**src/rtl/simmem_burst_beat_gen.sv**
```systemverilog
// AXI burst beat generator: expands one FIXED/INCR/WRAP address request into a
// registered per-beat stream of byte addresses, with single-beat error bursts.
module simmem_burst_beat_gen #(
    parameter int AddrW        = 19,
    parameter int IdW          = 2,
    parameter int LenW         = 8,
    parameter int SizeW        = 3,
    parameter int MaxSizeField = 2,
    parameter int BoundaryW    = 12
) (
    input  logic             clk_i,
    input  logic             rst_i,
    input  logic             in_valid_i,
    output logic             in_ready_o,
    input  logic [IdW-1:0]   in_id_i,
    input  logic [AddrW-1:0] in_addr_i,
    input  logic [LenW-1:0]  in_len_i,
    input  logic [SizeW-1:0] in_size_i,
    input  logic [1:0]       in_burst_i,
    output logic             beat_valid_o,
    input  logic             beat_ready_i,
    output logic [IdW-1:0]   beat_id_o,
    output logic [AddrW-1:0] beat_addr_o,
    output logic [LenW-1:0]  beat_idx_o,
    output logic             beat_last_o,
    output logic             beat_err_o
);
    localparam int AW1 = AddrW + 1;

    localparam logic [1:0] BURST_FIXED = 2'd0;
    localparam logic [1:0] BURST_INCR  = 2'd1;
    localparam logic [1:0] BURST_WRAP  = 2'd2;
    localparam logic [1:0] BURST_RSVD  = 2'd3;

    typedef enum logic {
        IDLE,
        BURST
    } state_t;

    state_t state_q, state_d;

    logic             accept;
    logic             beat_hs;

    logic [LenW-1:0]  len_q;
    logic [SizeW-1:0] size_q;
    logic [1:0]       burst_q;
    logic [AddrW-1:0] wrap_lower_q;
    logic [AW1-1:0]   wrap_end_q;

    assign in_ready_o   = (state_q == IDLE);
    assign beat_valid_o = (state_q == BURST);
    assign accept       = in_valid_i & in_ready_o;
    assign beat_hs      = beat_valid_o & beat_ready_i;

    // Request decode: burst geometry and legality, evaluated on the live inputs.
    logic [AW1-1:0] req_addr_x;
    logic [AW1-1:0] req_size_mask;
    logic [AW1-1:0] req_aligned_x;
    logic [AW1-1:0] req_total_x;
    logic [AW1-1:0] req_end_x;
    logic [AW1-1:0] req_wrap_lower_x;
    logic           req_wrap_len_ok;
    logic           req_err;

    always_comb begin
        req_addr_x       = {1'b0, in_addr_i};
        req_size_mask    = (AW1'(1) << in_size_i) - AW1'(1);
        req_aligned_x    = req_addr_x & ~req_size_mask;
        req_total_x      = (AW1'(in_len_i) + AW1'(1)) << in_size_i;
        req_end_x        = req_aligned_x + req_total_x - AW1'(1);
        req_wrap_lower_x = req_addr_x & ~(req_total_x - AW1'(1));
        req_wrap_len_ok  = (in_len_i == LenW'(1)) || (in_len_i == LenW'(3)) ||
                           (in_len_i == LenW'(7)) || (in_len_i == LenW'(15));

        req_err = 1'b0;
        if (in_burst_i == BURST_RSVD)
            req_err = 1'b1;
        if (in_size_i > SizeW'(MaxSizeField))
            req_err = 1'b1;
        if ((in_burst_i == BURST_WRAP) &&
            (!req_wrap_len_ok || ((req_addr_x & req_size_mask) != '0)))
            req_err = 1'b1;
        if ((in_burst_i == BURST_FIXED) && (in_len_i > LenW'(15)))
            req_err = 1'b1;
        // An overflow past the top of memory also flips the high bits, so it is
        // caught here as a boundary crossing.
        if ((in_burst_i == BURST_INCR) &&
            (((req_aligned_x ^ req_end_x) >> BoundaryW) != '0))
            req_err = 1'b1;
    end

    // Next-beat address from the currently presented beat.
    logic [AW1-1:0]   step_x;
    logic [AW1-1:0]   cur_x;
    logic [AW1-1:0]   cur_aligned_x;
    logic [AW1-1:0]   wrap_next_x;
    logic [AddrW-1:0] next_addr;
    logic [LenW-1:0]  next_idx;

    always_comb begin
        step_x        = AW1'(1) << size_q;
        cur_x         = {1'b0, beat_addr_o};
        cur_aligned_x = cur_x & ~(step_x - AW1'(1));
        wrap_next_x   = cur_x + step_x;
        next_idx      = beat_idx_o + LenW'(1);
        next_addr     = beat_addr_o;
        case (burst_q)
            BURST_INCR: next_addr = AddrW'(cur_aligned_x + step_x);
            BURST_WRAP: next_addr = (wrap_next_x == wrap_end_q) ? wrap_lower_q
                                                                : AddrW'(wrap_next_x);
            default:    next_addr = beat_addr_o;
        endcase
    end

    always_ff @(posedge clk_i or posedge rst_i) begin
        if (rst_i)
            state_q <= IDLE;
        else
            state_q <= state_d;
    end

    always_comb begin
        state_d = state_q;
        case (state_q)
            IDLE:    if (accept) state_d = BURST;
            BURST:   if (beat_hs && beat_last_o) state_d = IDLE;
            default: state_d = IDLE;
        endcase
    end

    // Beat registers: loaded on accept, advanced on every non-final handshake.
    always_ff @(posedge clk_i or posedge rst_i) begin
        if (rst_i) begin
            beat_id_o    <= '0;
            beat_addr_o  <= '0;
            beat_idx_o   <= '0;
            beat_last_o  <= 1'b0;
            beat_err_o   <= 1'b0;
            len_q        <= '0;
            size_q       <= '0;
            burst_q      <= '0;
            wrap_lower_q <= '0;
            wrap_end_q   <= '0;
        end else if (accept) begin
            beat_id_o    <= in_id_i;
            beat_addr_o  <= in_addr_i;
            beat_idx_o   <= '0;
            beat_last_o  <= req_err || (in_len_i == '0);
            beat_err_o   <= req_err;
            len_q        <= in_len_i;
            size_q       <= in_size_i;
            burst_q      <= in_burst_i;
            wrap_lower_q <= AddrW'(req_wrap_lower_x);
            wrap_end_q   <= req_wrap_lower_x + req_total_x;
        end else if (beat_hs && !beat_last_o) begin
            beat_addr_o  <= next_addr;
            beat_idx_o   <= next_idx;
            beat_last_o  <= (next_idx == len_q);
        end
    end

endmodule

```
**config.mk**
```make
export PLATFORM = sky130hd
export DESIGN_NAME = simmem_burst_beat_gen
export DESIGN_NICKNAME = d
export VERILOG_FILES = /design/src/rtl/simmem_burst_beat_gen.sv
export SDC_FILE = /design/constraint.sdc
export NUM_CORES = 1
export LEC_CHECK = 0
export CAP_MARGIN = 40
export CORE_ASPECT_RATIO = 1.75
export CORE_MARGIN = 2
export CORE_UTILIZATION = 55
export CTS_BUF_LIST = sky130_fd_sc_hd__clkbuf_4 sky130_fd_sc_hd__clkbuf_8
export DETAILED_ROUTE_END_ITERATION = 8
export DONT_BUFFER_PORTS = 1
export PLACE_DENSITY = 0.78
export SETUP_SLACK_MARGIN = 0.5
export SLEW_MARGIN = 20
export SYNTH_ARGS = -nofsm -noshare
export SYNTH_HDL_FRONTEND = slang
export SYNTH_SLANG_ARGS = --single-unit
```
**constraint.sdc**
```tcl
create_clock -name clk_i -period 4.15 [get_ports clk_i]
set_input_delay 0.415 -clock clk_i [delete_from_list [all_inputs] [get_ports clk_i]]
set_output_delay 0.415 -clock clk_i [all_outputs]
set_load 0.03 [all_outputs]
```
# Word-level counts from Yosys, hierarchy flattened

Index checks and enable logic that the tools add are counted.

Flip-flop bits (word level): 84
Latch bits: 0
RAM bits: 0
ROM bits: 0
Output and inout bits: 33
Memories kept: 0

Add/subtract/negate cells: 10
$mul: 0
Div/mod/pow operators: 0
Magnitude comparators: 2
Equality and inequality tests: 11
Shifts and indexed selects: 3
Mux-type cells: 16
Bitwise logic cells: 11
Reductions and logical operators: 19

Operator list:

| cell                                                | number |
|---|---|
| bitwise AND 19 x 20 -> 20 bit                       | 3 |
| two-way mux 19 bit                                  | 3 |
| adder 20 bit                                        | 2 |
| NOT 20 bit                                          | 2 |
| nonzero test 20 bit                                 | 2 |
| << shifter 1 x 3 -> 20 bit (first input constant)   | 2 |
| subtractor 20 x 1 -> 20 bit (second input constant) | 2 |
| one-hot mux 19 bit (2 select lines)                 | 1 |
| adder 19 x 20 -> 20 bit                             | 1 |
| == test 20 bit                                      | 1 |
| << shifter 9 x 3 -> 20 bit                          | 1 |
| subtractor 20 x 2 -> 20 bit (second input constant) | 1 |
| XOR 20 bit                                          | 1 |
| adder 19 bit                                        | 1 |
| bitwise AND 19 bit                                  | 1 |
| NOT 19 bit                                          | 1 |
| subtractor 19 x 1 -> 19 bit (second input constant) | 1 |
| two-way mux 8 bit                                   | 2 |
| adder 8 x 1 -> 9 bit (second input constant)        | 1 |
| two-way mux 1 bit                                   | 9 |
| adder 8 x 1 -> 8 bit (second input constant)        | 1 |
| == test 8 x 1 -> 1 bit (second input constant)      | 1 |
| == test 8 x 2 -> 1 bit (second input constant)      | 1 |
| == test 8 x 3 -> 1 bit (second input constant)      | 1 |
| 17 further kinds                                    | 30 |

# Longest topological paths before layout

Gate-level depths: netlist (run 1).

Depth in word-level cells: 12
Depth in mapped cells: 24

# Worst setup path before layout (run 1)

Ideal clock, no wire load.

Path type: input to register
Start point: input port in_len_i[0]
End point: register beat_last_o
Setup time: 0.131 ns
Arrival time: 5.020 ns
Required time: 4.019 ns
Setup slack: -1.001 ns
Stages: 23
Buffers on the path: 2
Cell sequence: buf_2 > inv_1 > ha_1 > clkbuf_1 > nor2b_1 > nor2_1 > or2_2 > o211ai_1 > inv_1 > ha_1 > inv_1 > ha_1 > a21o_1 > a2111oi_0 > or3_1 > and3_1 > o31ai_1 > a21oi_1 > xnor2_1 > or4b_1 > o311a_1 > a211oi_1 > o21ai_1

Word-level cells in the longest chain between the ends: 12

Ends and longest elaborated chain:

| item                                                  | line | text |
|---|---|---|
| start, declared                                       | 17   | `input logic [LenW-1:0] in_len_i,` |
| branches (longest 10 deep; another with adder 20 bit) | n/a  |  |
| logical OR 1 bit (*)                                  | 149  | `beat_last_o <= req_err \|\| (in_len_i == '0);` |
| two-way mux 1 bit (*)                                 | 145  | `end else if (accept) begin` |
| end signal, assigned                                  | 149  |  |
| end signal, assigned                                  | 159  | `beat_last_o <= (next_idx == len_q);` |
| end, declared                                         | 25   | `output logic beat_last_o,` |

Mark *: on every way between the ends.
A chain may end at the register's enable or synchronous reset.

# Worst setup path in the final report (run 1)

Start point: register size_q[1]
End point: register beat_addr_o[1]

Word-level cells in the longest chain between the ends: 8

Ends and longest elaborated chain:

| item                                    | line | text |
|---|---|---|
| start, declared                         | 46   | `logic [SizeW-1:0] size_q;` |
| start signal, assigned                  | 152  | `size_q <= in_size_i;` |
| << shifter 1 x 3 -> 20 bit (*)          | 102  | `step_x = AW1'(1) << size_q;` |
| subtractor 19 x 1 -> 19 bit             | 104  | `cur_aligned_x = cur_x & ~(step_x - AW1'(1));` |
| NOT 19 bit                              | 104  |  |
| bitwise AND 19 bit                      | 104  |  |
| adder 19 bit                            | 109  | `BURST_INCR: next_addr = AddrW'(cur_aligned_x + step_x);` |
| one-hot mux 19 bit (2 select lines) (*) | 108  | `case (burst_q)` |
| two-way mux 19 bit (*)                  | 156  | `end else if (beat_hs && !beat_last_o) begin` |
| two-way mux 19 bit (*)                  | 145  |  |
| end signal, assigned                    | 147  | `beat_addr_o <= in_addr_i;` |
| end signal, assigned                    | 157  | `beat_addr_o <= next_addr;` |
| end, declared                           | 23   | `output logic [AddrW-1:0] beat_addr_o,` |

Mark *: on every way between the ends. The rest lies on a longest branch, timed or not. The select of a mux whose other input is x is not followed.

==> results.yml, run 1 <==
clock_tree:
  tritoncts: "yes"
  numCtsBuffers: 9
  clock-sinks: 84
  clk_pin_slew_ns: 0.10
  clkLatencyLatePin_ns: 0.39
  clock-root-buffer: "clkbuf_8"
  htreeDepth: 3
  cts_buffer_depth: 2
yosys:
  synth_area_leader_cell: "dfrtp_1"
  synth-simple-area-share_pct: 24.0
  synthMostInstantiatedCell: "nand2_1"
  synth-seq-cells: 84
  syn_inst: 1202
  yosysUniqueCellTypes: 98
  syn-cell-area_sq_mm: 0.00905
  synth_compound_area_share_pct: 26.1
  syn_nets: 1293
  synth_top_area_share_pct: 23.2
  synth-adder-area-share_pct: 7.52
  syn_area_per_cell_sq_um: 7.53
  ys.flop_type: "dfrtp_1"
  synthArstFlopShare_pct: 100
  netlist_top_cells_count: "188 x nand2_1, 107 x o21ai_0, 84 x dfrtp_1, 79 x inv_1, 68 x nor2_1"
  ys_top_cells_by_area: "dfrtp_1 23%, nand2_1 7.8%, ha_1 7.2%"
  yosys-mux-area-fraction_pct: 3.14
  synth-edff-count: 0
  synth_warnings: 0
  synth_top_family_by_area: "compound AO/OA/AOI/OAI gates"
  yosysSeqAreaShare_pct: 23.2
  synth_xor_area_share_pct: 8.90
grt:
  antenna_found_initial: 1
  grt_pass1_wl_um: 47500
  track_usage_pct: 33.9
  first_global_vias: 9610
  grt_max_degree: 48
  grt_overflow_total: 0
power_and_ir_drop:
  irDropWorstVdd_mv: 0.299
  p_leak_nw: 5.32
  power_mw: 6.19
  powerDensity_mw_per_mm2: 525
drt:
  vias_per_cell: 6.45
  drc_errors: 0
  post_drt_wl_per_cell_um: 20.1
  drt_first_pass_iters: 6
  routed_wl_um: 31400
  vias: 10100
  ant_nets: 0
  drt_iter0_markers: 902
die:
  rows: 62
  dieArea_sq_mm: 0.0175
  core_area_sq_mm: 0.0163
  die_width_um: 101
  die_height_um: 174
  io_pins: 71
  start_util_pct: 55.6
sta:
  max_slew_margin_pct: 43.9
  holdWs_ns: 0.121
  fin_ws_ns: -0.273
  worst_pin_slew_ns: 0.840
  min_period_over_period_pct: 107
  finalHoldViolations: 0
  finClkSkew_ns: 0.00929
  period_minus_slack_ns: 4.42
  finalSetupViolations: 18
  setup_tns_ns: -3.13
  rsz0062_at_grt: "true"
  fmax_mhz: 226
  slew_viol_final: 0
final_layout:
  fin_area_sq_mm: 0.0118
  areaGrowthSynthToFinish_pct: 30.1
  drive_gt1_share_pct: 29.0
  layout.cells.non_filler: 1566
  nets: 1458
status:
  violations: "setup timing"
  outcome: "finished, violations left"
placement:
  dp_cells: 1499
  place_hpwl_um: 22100
  port_buffers: 0
  place_area_sq_mm: 0.0105
  gp_congestion: 0.977
worst_setup_path:
  slowest_stage: "dfrtp_2"
  worstSetupPathType: "flip-flop to flip-flop"
  path_cells: "nor2_4, nand2_2, inv_2, ha_4, fa_2, a21o_1, a21oi_2, o21bai_1, a21oi_2, buf_4, xnor2_4, xor2_2, nor3_2, buf_4, o21ai_2, or3b_4, nor4_4, nand4_1, buf_12, buf_4, mux2i_1, a211oi_1, a21oi_1, o21ai_1"
  worstSetupStartpointType: "flip-flop"
  critPathMostFrequentCell: "buf_4"
  required_ns: 4.46
  crit_buf_inv: 5
  arrival_ns: 4.73
  cp_slowest_stage_delay_ns: 0.44
  critical_path.max_fanout: 8
  cp-end-kind: "flip-flop"
  critical_path.top_delay_family: "compound AO/OA/AOI/OAI gates"
run:
  max-cap-violations: 0
min_path:
  hold_path_class: "input pin to flip-flop"
==> worst register-to-register path: cells and delay by family, from the launching register on <==
family                     cells  cell delay, ns
muxes                          1            0.15
buffers and inverters          5            0.77
AOI/OAI and AO/OA              8            1.13
adders and majority gates      2            0.49
DFF                            1            0.44
and+or+nand+nor                6            1.12
xor gates and xnor gates       2            0.27
==> metal layers <==
metal / routed length, um / vias up / part of all wire [%] / GRT usage [%]
li1: - / 4659 / - / -
met1: 11500 / 4752 / 36 / 38.3
met2: 15800 / 541 / 50 / 58.8
met3: 2340 / 144 / 7.4 / 6.09
met4: 1830 / 0 / 5.8 / 19.0
met5: 0 / - / 0 / 0
==> worst paths after layout <==
kind	endpoint	slack, ns	cells past startpoint	startpoint
worst min-delay path	beat_valid_o$_DFF_PP0_	0.12	1	beat_ready_i
worst max-delay path	beat_addr_o[1]$_DFFE_PP0P_	-0.27	24	size_q[1]$_DFFE_PP0P_
max in group asynchronous	wrap_end_q[11]$_DFFE_PP0P_	2.80	4	rst_i
min in group asynchronous	beat_idx_o[7]$_DFFE_PP0P_	0.35	2	rst_i
worst min register to register	wrap_lower_q[5]$_DFFE_PP0P_	0.50	2	wrap_lower_q[5]$_DFFE_PP0P_
worst max register to register	beat_addr_o[1]$_DFFE_PP0P_	-0.27	24	size_q[1]$_DFFE_PP0P_
==> power breakdown <==
part	total [mW]	internal [mW]	switching, mW
clock network	0.772	0.412	0.360
registers	1.69	1.15	0.531
logic	3.73	1.67	2.06
total	6.19	3.24	2.95
==> registers in the layout (all words and copies together) (netlist names) <==
name          cells
beat_idx_o        8
beat_id_o         2
beat_valid_o      1
beat_addr_o      19
wrap_end_q       20
beat_last_o       1
beat_err_o        1
size_q            3
len_q             8
wrap_lower_q     19
burst_q           2
==> repair_timing <==
item,CTS,global route
endpoints found under the hold margin,0,4
pin swaps,55,43
setup buffers,20,26
setup endpoints to repair,28,28
hold buffers,0,1
gates resized for setup,73,59
==> through the flow <==
stage                     utilization, %  setup WS (ns)
after global placement              64.5         -0.519
after floorplan                        -         -0.554
after global routing                72.3         -0.489
after CTS                           68.9        -0.0489
after detailed placement            64.5         -0.591
final                               72.3         -0.273
==> cells by family (layout without fill, tap and decap cells) <==
family | Yosys count | in the layout
buf+inv | 155 | 325
compound gates | 350 | 350
xor+xnor | 82 | 82
flops | 84 | 84
fa+ha+maj | 54 | 54
simple gates | 450 | 450
other cells | 0 | 2
mux | 27 | 27
==> cell type report <==
type / instances / area (sq um)
inverters: 88 / 344
multi-input cells: 963 / 7040
well taps: 192 / 240
fillers: 1155 / 4510
clock buffers: 9 / 124
diodes: 2 / 5.00
clock inverters: 7 / 131
repair buffers: 221 / 1790
flip-flops and latches: 84 / 2100
==> layout by cell type (no fill, tap or decap), types with 11 or more instances in the layout <==
master	netlist	final
o211ai_1	16	16
a21oi_2	3	17
nand2b_1	15	14
a211oi_2	3	12
a21oi_1	62	48
buf_6	5	13
o21ai_1	8	21
nand2_1	188	180
xnor2_1	51	47
nand3_1	39	38
and3_1	14	13
buf_4	2	200
a31oi_1	14	11
nand4_1	13	13
and2_1	15	13
mux2i_1	19	15
xor2_1	25	24
nor3_1	31	27
dfrtp_1	84	82
ha_1	52	41
o21ai_0	107	84
nor2_1	68	62
inv_1	79	71
Note: power is estimated with default switching activity, not from simulation.
==> inputs of run 2 (changes only) <==
- CTS_BUF_LIST: sky130_fd_sc_hd__clkbuf_4 sky130_fd_sc_hd__clkbuf_8 -> default
- clock period: 4.15 -> 3.7 ns (I/O delays scaled with it)
==> results.yml, run 2 (same netlist as run 1, synthesis figures left out) <==
status:
  outcome: "finished, violations left"
  violations: "setup timing"
placement:
  dp_slack_ns: -1.16
  gp_congestion: 0.998
  place_hpwl_um: 22800
  port_buffers: 0
  place_area_sq_mm: 0.0109
worst_setup_path:
  path_depth: 24
  critical_path.top_delay_family: "compound AO/OA/AOI/OAI gates"
  rr_worst_depth: 24
  arrival_ns: 4.68
  cp_slowest_stage_delay_ns: 0.43
  critical_path.max_fanout: 8
  crit_buf_inv: 6
  worstSetupPathType: "flip-flop to flip-flop"
  worstSetupStartpointType: "flip-flop"
  path_cells: "inv_2, nand2_2, inv_2, ha_4, fa_2, a21o_1, a21oi_2, o21bai_2, a21oi_2, o21bai_2, a21oi_4, buf_4, xnor2_2, xnor2_1, nand3_2, nor4_4, nand4_1, buf_6, buf_12, buf_4, o21ai_0, a21oi_1, o21ai_1, a211oi_1"
  r2r_slack_ns: -0.75
  cp-end-kind: "flip-flop"
  r2r_start: "size_q[0]$_DFFE_PP0P_"
  endpoint: "beat_addr_o[9]$_DFFE_PP0P_"
  required_ns: 3.93
  slowest_stage: "dfrtp_1"
  r2r_end: "beat_addr_o[9]$_DFFE_PP0P_"
  cp-startpoint: "size_q[0]$_DFFE_PP0P_"
final_layout:
  nets: 1527
  fin_area_sq_mm: 0.0126
  biggestRegsByFlops: "wrap_end_q x20, beat_addr_o x19, wrap_lower_q x19"
  regMostFlops: "wrap_end_q"
  areaGrowthSynthToFinish_pct: 39.3
  n_antenna_cell: 0
  final_cell_mix: "241 x buf_4, 180 x nand2_1, 83 x dfrtp_1"
  layout.cells.most_common: "buf_4"
  nFillCells: 982
  fin_util_pct: 77.4
  drive_gt1_share_pct: 33.8
  largest_reg_flops: 20
clock_tree:
  clock-root-buffer: "clkbuf_16"
  tritoncts: "yes"
  clkLatencyLatePin_ns: 0.35
  htreeDepth: 3
  numCtsBuffers: 9
  clk_pin_slew_ns: 0.07
  clock-sinks: 84
  cts_buffer_depth: 2
sta:
  slew_viol_final: 0
  fmax_mhz: 225
  rsz0062_at_grt: "true"
  finalSetupViolations: 30
  finalHoldViolations: 0
  fin_ws_ns: -0.752
  worst_pin_slew_ns: 0.839
  finClkSkew_ns: 0.00576
  min_period_over_period_pct: 120
  max_slew_margin_pct: 44.0
  period_minus_slack_ns: 4.45
  setup_tns_ns: -16.90
min_path:
  hold_path_class: "input pin to flip-flop"
  holdPathStages: 1
grt:
  grtUsageMet3_pct: 5.89
  first_global_vias: 10600
  grt_overflow_total: 0
  busiest_layer: "met2"
  track_usage_pct: 37.6
  met1_usage_pct: 42.8
  grt_pass1_wl_um: 52600
  antenna_found_initial: 0
  grt_max_degree: 43
  met2_usage_pct: 62.7
power_and_ir_drop:
  p_leak_nw: 5.77
  powerDensity_mw_per_mm2: 596
  irDropWorstVdd_mv: 0.294
die:
  io_pins: 71
  rows: 62
  start_util_pct: 55.6
  die_width_um: 101
  core_area_sq_mm: 0.0163
  die_height_um: 174
  dieArea_sq_mm: 0.0175
run:
  max-cap-violations: 0
drt:
  vias: 11300
  drt_iter0_markers: 1624
  post_drt_wl_per_cell_um: 23.3
  drt_first_pass_iters: 7
  routed_wl_um: 38000
  drc_errors: 0
  vias_per_cell: 6.93
  ant_nets: 0
==> run 2: power by group <==
part / internal [mW] / total [mW] / leakage (nW) / switching, mW
logic: 2.08 / 4.76 / 4.58 / 2.68
registers: 1.30 / 1.81 / 1.06 / 0.511
clock network: 0.529 / 0.949 / 0.136 / 0.420
total: 3.91 / 7.52 / 5.77 / 3.61
==> run 2: worst min path at each step <==
stage / endpoint / startpoint
final: beat_valid_o$_DFF_PP0_ / beat_ready_i
after global placement: wrap_lower_q[18]$_DFFE_PP0P_ / wrap_lower_q[18]$_DFFE_PP0P_
after detailed placement: wrap_lower_q[1]$_DFFE_PP0P_ / rst_i
after floorplan: wrap_lower_q[8]$_DFFE_PP0P_ / wrap_lower_q[8]$_DFFE_PP0P_
after global routing: beat_valid_o$_DFF_PP0_ / beat_ready_i
after CTS: beat_valid_o$_DFF_PP0_ / beat_ready_i
==> run 2: routing by layer <==
metal	vias to the layer above	wire length, um
li1	4803	-
met1	5262	12600
met2	937	17900
met3	320	3720
met4	0	3690
met5	-	0
==> run 2: cell type report <==
cell class / instances / area, sq um / share of cell area (%)
clock buffers: 10 / 229 / 1.82
multi-input cells: 963 / 7220 / 57.3
repair buffers: 290 / 2400 / 19.1
inverters: 88 / 340 / 2.70
clock inverters: 6 / 70.1 / 0.556
flip-flops and latches: 84 / 2100 / 16.7
well taps: 192 / 240 / 1.91
==> run 2: repair_timing <==
action / in CTS / in global routing
gates resized for setup: 92 / 96
cloned: 0 / 1
endpoints found under the hold margin: 18 / 0
pin swaps: 60 / 58
endpoints found under the setup margin: 34 / 36
hold buffers: 1 / 0
setup buffers: 30 / 32
==> run 2: per-stage QoR <==
stage          hold slack, ns  total power [mW]  std cells
6_report                0.114              7.52       1633
3_3_place_gp            0.459              5.49       1552
2_1_floorplan           0.443              4.37       1202
5_1_grt                 0.125              7.87       1633
4_1_cts                 0.114              6.80       1600
3_5_place_dp            0.243              5.62       1553
